## config.mk

```make
export PLATFORM = sky130hd
export DESIGN_NAME = shadow_unpack
export DESIGN_NICKNAME = d
export VERILOG_FILES = /design/src/rtl/shadow_unpack.sv
export SDC_FILE = /design/constraint.sdc
export NUM_CORES = 1
export LEC_CHECK = 0
export ABC_AREA = 1
export BUFFER_PORTS_ARGS = -buffer_cell sky130_fd_sc_hd__buf_2
export CAP_MARGIN = 30
export CORE_UTILIZATION = 53
export CTS_BUF_LIST = sky130_fd_sc_hd__clkbuf_16
export CTS_CLUSTER_DIAMETER = 150
export DETAILED_ROUTE_END_ITERATION = 10
export PLACE_DENSITY_LB_ADDON = 0.3
export SLEW_MARGIN = 20
export SYNTH_ARGS = -nofsm -noshare
export SYNTH_HDL_FRONTEND = slang
export SYNTH_SLANG_ARGS = --single-unit
```

## constraint.sdc

```tcl
create_clock -name clk -period 2.8 [get_ports clk]
set_input_delay 0.28 -clock clk [delete_from_list [all_inputs] [get_ports clk]]
set_output_delay 0.28 -clock clk [all_outputs]
set_load 0.05 [all_outputs]
```

## src/rtl/shadow_unpack.sv

```systemverilog
// Serial-to-word unpacker for the shadow capture stream: LSB-first packing,
// frame/timeout framing and a show-ahead word FIFO with overflow reporting.
module shadow_unpack #(
  parameter int unsigned WORD_W     = 8,
  parameter int unsigned FRAME_BITS = 64,
  parameter int unsigned FIFO_DEPTH = 4,
  parameter int unsigned TIMEOUT    = 255
) (
  input  logic              clk,
  input  logic              rst,
  input  logic              frame_start,
  input  logic [0:0]        bit_in,
  input  logic              bit_valid,
  output logic [WORD_W-1:0] word_out,
  output logic              word_last,
  output logic              word_valid,
  input  logic              word_ready,
  output logic              busy,
  output logic              overflow,
  output logic              timeout
);

  localparam int unsigned WPW = (WORD_W > 1) ? $clog2(WORD_W) : 1;
  localparam int unsigned FBW = $clog2(FRAME_BITS + 1);
  localparam int unsigned IW  = $clog2(TIMEOUT + 1);
  localparam int unsigned PW  = $clog2(FIFO_DEPTH);

  localparam logic [WPW-1:0] WPOS_LAST = WPW'(WORD_W - 1);
  localparam logic [FBW-1:0] BIT_LAST  = FBW'(FRAME_BITS - 1);
  localparam logic [IW-1:0]  IDLE_LAST = IW'(TIMEOUT - 1);

  typedef enum logic {
    IDLE,
    SHIFT
  } state_t;

  state_t            state_q, state_d;
  logic [FBW-1:0]    bit_cnt_q, bit_cnt_d;
  logic [WPW-1:0]    wpos_q, wpos_d;
  logic [WORD_W-1:0] sreg_q, sreg_d;
  logic [IW-1:0]     idle_q, idle_d;
  logic [WORD_W-1:0] word_ins;
  logic              flag_clr;
  logic              set_timeout;
  logic              push;
  logic [WORD_W-1:0] push_word;
  logic              push_last;

  logic [WORD_W-1:0] data_mem [FIFO_DEPTH];
  logic              last_mem [FIFO_DEPTH];
  logic [PW:0]       wr_q, rd_q;
  logic              fifo_empty, fifo_full;
  logic              pop, do_push, drop;
  logic              overflow_q, timeout_q;

  // Pending partial word is tracked by wpos alone: whole words leave sreg empty.
  always_comb begin
    state_d     = state_q;
    bit_cnt_d   = bit_cnt_q;
    wpos_d      = wpos_q;
    sreg_d      = sreg_q;
    idle_d      = idle_q;
    flag_clr    = 1'b0;
    set_timeout = 1'b0;
    push        = 1'b0;
    push_word   = '0;
    push_last   = 1'b0;
    word_ins         = sreg_q;
    word_ins[wpos_q] = bit_in[0];

    unique case (state_q)
      IDLE: begin
        if (frame_start) begin
          state_d   = SHIFT;
          bit_cnt_d = '0;
          wpos_d    = '0;
          sreg_d    = '0;
          idle_d    = '0;
          flag_clr  = 1'b1;
        end
      end
      SHIFT: begin
        if (frame_start) begin
          bit_cnt_d = '0;
          wpos_d    = '0;
          sreg_d    = '0;
          idle_d    = '0;
          flag_clr  = 1'b1;
        end else if (bit_valid) begin
          idle_d = '0;
          if (bit_cnt_q == BIT_LAST) begin
            push      = 1'b1;
            push_word = word_ins;
            push_last = 1'b1;
            state_d   = IDLE;
            bit_cnt_d = '0;
            wpos_d    = '0;
            sreg_d    = '0;
          end else if (wpos_q == WPOS_LAST) begin
            push      = 1'b1;
            push_word = word_ins;
            bit_cnt_d = bit_cnt_q + 1'b1;
            wpos_d    = '0;
            sreg_d    = '0;
          end else begin
            sreg_d    = word_ins;
            wpos_d    = wpos_q + 1'b1;
            bit_cnt_d = bit_cnt_q + 1'b1;
          end
        end else if (idle_q == IDLE_LAST) begin
          if (wpos_q != '0) begin
            push      = 1'b1;
            push_word = sreg_q;
            push_last = 1'b1;
          end
          set_timeout = 1'b1;
          state_d     = IDLE;
          bit_cnt_d   = '0;
          wpos_d      = '0;
          sreg_d      = '0;
          idle_d      = '0;
        end else begin
          idle_d = idle_q + 1'b1;
        end
      end
      default: state_d = IDLE;
    endcase
  end

  assign fifo_empty = (wr_q == rd_q);
  assign fifo_full  = (wr_q[PW] != rd_q[PW]) && (wr_q[PW-1:0] == rd_q[PW-1:0]);
  assign pop        = !fifo_empty && word_ready;
  assign do_push    = push && (!fifo_full || pop);
  assign drop       = push && fifo_full && !pop;

  always_ff @(posedge clk) begin
    if (rst) begin
      state_q    <= IDLE;
      bit_cnt_q  <= '0;
      wpos_q     <= '0;
      sreg_q     <= '0;
      idle_q     <= '0;
      wr_q       <= '0;
      rd_q       <= '0;
      overflow_q <= 1'b0;
      timeout_q  <= 1'b0;
    end else begin
      state_q   <= state_d;
      bit_cnt_q <= bit_cnt_d;
      wpos_q    <= wpos_d;
      sreg_q    <= sreg_d;
      idle_q    <= idle_d;
      if (do_push) wr_q <= wr_q + 1'b1;
      if (pop)     rd_q <= rd_q + 1'b1;
      if (flag_clr)  overflow_q <= 1'b0;
      else if (drop) overflow_q <= 1'b1;
      if (flag_clr)         timeout_q <= 1'b0;
      else if (set_timeout) timeout_q <= 1'b1;
    end
  end

  // Storage needs no reset: the head is masked to zero while the FIFO is empty.
  always_ff @(posedge clk) begin
    if (!rst && do_push) begin
      data_mem[wr_q[PW-1:0]] <= push_word;
      last_mem[wr_q[PW-1:0]] <= push_last;
    end
  end

  assign word_valid = !fifo_empty;
  assign word_out   = fifo_empty ? '0 : data_mem[rd_q[PW-1:0]];
  assign word_last  = fifo_empty ? 1'b0 : last_mem[rd_q[PW-1:0]];
  assign busy       = (state_q == SHIFT);
  assign overflow   = overflow_q;
  assign timeout    = timeout_q;

endmodule

```

---- Word-level counts from Yosys, hierarchy flattened ----
Memory sizes are Yosys's and may differ from the RTL's. A register that Yosys moved wholly into a read port is not among the register bits.
Index checks and enable logic that the tools add are counted.
storage, ports and cells
  register bits after elaboration ......... 35
  memory bits (writable) .................. 36
  output and inout port bits .............. 13
  word-level logic and storage cells ...... 105
  memories ................................ 2
cells by class
  $add $sub $neg .......................... 5
  magnitude comparators ................... 2
  eq/ne operators ......................... 8
  muxes and demuxes ....................... 63
  bitwise gates (word level) .............. 1
  reduce and logical (&&, ||, !) cells .... 15
memory list
  name      words  bits a word  rd ports  clocked after memory_dff  wr ports  line  text
  data_mem  4      8            1         1                         1         49    logic [WORD_W-1:0] data_mem [FIFO_DEPTH];
  last_mem  4      1            1         1                         1         50    logic last_mem [FIFO_DEPTH];
operators by type and width
  cell                 number
  $mux 8               17
  $mux 7               5
  $pmux 8 s2           2
  $mux 1               24
  $mux 3               6
  $pmux 7 s2           1
  $add 3x1->3 const B  3
  $add 8x1->8 const B  1
  $bwmux 8             1
  $eq 8x8->1 const B   1
  $mux 2               4
  $add 7x1->7 const B  1
  $eq 7x6->1 const B   1
  $logic_and 1x1->1    7
  $pmux 3 s2           1
  $logic_not 1->1      4
  $lt 3x4->1 const B   1
  $ne 4x3->1 const B   1
  $demux 1 s3          1
  $eq 3x3->1           1
  $eq 3x3->1 const B   1
  $ge 3x1->1 const B   1
  $reduce_bool 3->1    1
  $eq 2x2->1           1
  7 further kinds      7

---- Logic depth before layout (Yosys ltp) ----
  depth in word-level cells ............... 10
  depth in mapped cells ................... 11
  mapped depth without buffers ............ 11

---- Least setup slack after synthesis ----
Ideal clock, no wire load.
  path kind ............................... register -> output
  start point ............................. register wr_q[0]
  end point ............................... output word_last
  arrival time ............................ 1.741 ns
  required time ........................... 2.520 ns
  setup slack ............................. 0.779 ns
  cell stages (with the launch flop) ...... 7
  cells stage by stage .................... dfxtp_1 xor2_1 nor2_1 nand2_1 clkbuf_1 nand2_1 inv_1
on the way
  word-level cells in the longest chain between the ends .. 2
RTL lines
  what                    line  text
  from (decl)             51    logic [PW:0] wr_q, rd_q;
  from (signal assigned)  153   if (do_push) wr_q <= wr_q + 1'b1;
  $eq 3x3->1              130   assign fifo_empty = (wr_q == rd_q);
  $mux 1                  172   assign word_last = fifo_empty ? 1'b0 : last_mem[rd_q[PW-1:0]];
  to (decl)               15    output logic word_last,
Every way passes these cells.

---- Final worst setup path ----
  start point ............................. register wpos_q[0]
  end point ............................... memory data_mem[1][6], enable pin
on the way
  word-level cells in the longest chain between the ends .. 10
RTL lines
  what                                             line     text
  from (decl)                                      39       logic [WPW-1:0] wpos_q, wpos_d;
  from (signal assigned)                           150      wpos_q <= wpos_d;
  $eq 3x3->1 or $reduce_bool 3->1 (tied branches)  99, 111
  $mux 1, on equally long branches                 99, 111
  $mux 1, on equally long branches                 91, 110
  $mux 1 (*)                                       89       end else if (bit_valid) begin
  $mux 1 (*)                                       83       if (frame_start) begin
  $mux 1 (*)                                       71       unique case (state_q)
  $logic_and 1x1->1 (*)                            133      assign do_push = push && (!fifo_full || pop);
  $logic_and 1x1->1 (*)                            164      if (!rst && do_push) begin
  $mux 1 (*)                                       164
  $mux 1 (not written as such) (*)                 165      data_mem[wr_q[PW-1:0]] <= push_word;
  to (decl)                                        49
Mark *: on every way between the ends. The rest lies on a longest branch, timed or not.

==> flow_summary.ini <==
[status]
status = complete, but fails checks
violations = design-rule violations

[clock_network]
postCtsSetupBuffers = 0
cts.clk_slew.worst_paths_ns = 0.06
insertion_delay_ns = 0.33
cts_tree = done
htree_levels = 3
post_cts_resized = 0
cts_buffers = 9
clock-sinks = 73
hold_buffers = 0
clk_path_buf_depth = 2
cts_root_buffer = clkbuf_16

[layout]
nets = 445
final_cell_mix = nand2_1 (72), nor2_1 (61), inv_1 (42), dfxtp_1 (37), edfxtp_1 (36)
layout-drive-gt1-share_pct = 16.2
area.growth.synth_to_final_pct = 11.0
fillers = 535
final_common_cell = nand2_1
multi_input_area_um2 = 1540
diodes = 0
register_area_um2 = 1820

[power]
p_leak_nw = 1.60
vdd_drop_max_uv = 356
p_per_area_nw_per_um2 = 640
power_mw = 2.56

[drt]
drtAntennaViolNets = 0
dr.pass1.iters = 7
wl_um = 7050
drtIter0Drc = 200
vias = 2695
vias_per_cell = 5.28
wl_per_cell_um = 13.8
drc = 4

[die]
initial_core_util_pct = 55.9
die_y_um = 84.5
io_pins = 19
die_w_um = 84.5
die_area_um2 = 7140
fp-row-count = 29
core_um2 = 6460

[run]
maxCapViolations = 0

[synthesis]
synth_nets = 428
synthCells = 411
synth_area_leaders = edfxtp_1 (30%), dfxtp_1 (21%), nand2_1 (7.5%)
async_flop_share_pct = 0
yosysWarningCount = 0
yosysTopAreaCell = edfxtp_1
synthesis.area_um2 = 3610
yosys.area.top_type_share_pct = 29.9
synthDistinctLibCells = 41
ys.flop_type = dfxtp_1
synth_edf_count = 36
ys_seq_area_share_pct = 50.5
synth_seq_cells = 73
syn-mean-instance-area_um2 = 8.78

[timing]
setup_viol = 0
rsz0062_at_grt = no
fin_ws_ns = 0.505
hold_viol = 0
fin_crit_ns = 2.30
final.setup.tns_ns = 0
tightest_slew_ns = 0.649
final-max-slew-violation-count = 0
clock_skew_ns = 0.00621
fmax_mhz = 436
min_period_over_period_pct = 82.0
hold_slack_ns = 0.339
relSlewSlack_pct = 56.5

[placement]
pre_cts_ws_ns = 0.492
dp.final_hpwl_um = 5010
place_congestion = 0.885
port_buffers = 18

[critical_path]
worstPathRequired_ns = 2.77
worstPathArrival_ns = 2.26
rrSetupSlack_ns = 0.50
path_class = reg2reg
worstSetupEndpointType = flop
startpoint_type = flop
r2r-end = data_mem[1][6]
worstPathMaxFanout = 10
rr_worst_depth = 9
rr_startpoint = wpos_q[0]

[global_routing]
grt_overflow_total = 0
grt_pass1_wl_um = 12100
grt_max_degree = 25
grt.total_usage_pct = 21.8
grt_pass1_vias = 2619
antenna_found_initial = 0

[hold_path]
min_path_type = in2reg
hold_depth = 3
holdCritStartpoint = word_ready
min_to = rd_q[0]
-- worst max path at each step --
stage                         start        endpoint  slack, ns
after floorplan             wr_q[0]       word_last       0.78
after global placement    wpos_q[0]  data_mem[1][2]       0.60
after detailed placement  wpos_q[0]  data_mem[1][0]       0.49
after CTS                 wpos_q[0]  data_mem[1][6]       0.47
after global routing      wpos_q[0]  data_mem[2][6]       0.27
final                     wpos_q[0]  data_mem[1][6]       0.50
-- critical path: stages (launching register included) --
cell,delay (ns)
dfxtp_1,0.50
inv_1,0.17
ha_1,0.23
nand2_1,0.08
nand3_2,0.09
nand2_2,0.11
nand3_4,0.10
nor2_4,0.16
nand2_4,0.09
nor2_2,0.41
-- cell type report --
cell class	count	area share, %
tap	77	2.40
clock buffer	9	5.62
timing repair buffer	19	2.44
sequential	73	45.5
inverter	50	4.68
multi-input combinational	275	38.4
clock inverter	7	0.999
-- flip-flops by register name, summed over array words and instances (netlist names), named ones only --
register and count:
bit_cnt_q 7, busy 1, data_mem 32, idle_q 8
last_mem 4, overflow 1, rd_q 3, sreg_q 8
timeout 1, wpos_q 3, wr_q 3
-- report_power, final --
| group | switching [mW] | total (mW) | internal [mW] |
|---|---|---|---|
| registers | 0.0225 | 1.15 | 1.13 |
| logic | 0.300 | 0.398 | 0.0984 |
| clock network | 0.425 | 1.01 | 0.588 |
-- cells in the mapped netlist, types with 2 or more instances --
cell,count
buf_2,5
a21oi_1,27
nor2_4,3
inv_2,8
inv_1,41
a211oi_1,4
nand3_1,12
nor2_1,61
clkbuf_1,6
nand2_2,5
o21ai_0,19
a21oi_2,4
o21ai_1,2
nor2_2,5
dfxtp_1,37
xor2_1,7
o32ai_1,9
ha_1,11
nor3_1,8
xnor2_1,3
nand4_1,3
edfxtp_1,36
nand2_4,2
nor3b_2,2
o22ai_1,3
nand2_1,72
nand3_4,2
-- per-stage QoR --
| step | std cells | cell area (um^2) | util [%] |
|---|---|---|---|
| global placement | 494 | 3740 | 57.9 |
| detailed placement | 494 | 3740 | 57.9 |
| finish | 510 | 4010 | 62.0 |
| floorplan | 411 | 3610 | - |
| CTS | 510 | 4010 | 62.0 |
| global route | 510 | 4010 | 62.0 |
-- cells by family after synthesis --
| family | Yosys count | synth area share [%] |
|---|---|---|
| AOI/OAI and AO/OA | 73 | 12.3 |
| xor gates and xnor gates | 10 | 2.43 |
| adders and majority gates | 11 | 3.81 |
| buffers and inverters | 63 | 6.93 |
| DFF | 73 | 50.5 |
| and+or+nand+nor | 181 | 24.0 |
-- metal layers --
layer	routed length, um	track usage [%]	up-vias
li1	-	-	1395
met1	3320	28.2	1226
met5	0	0	-
met2	3310	35.0	63
met4	97	10.8	0
met3	311	4.42	11
Note: power is estimated with default switching activity, not from simulation.
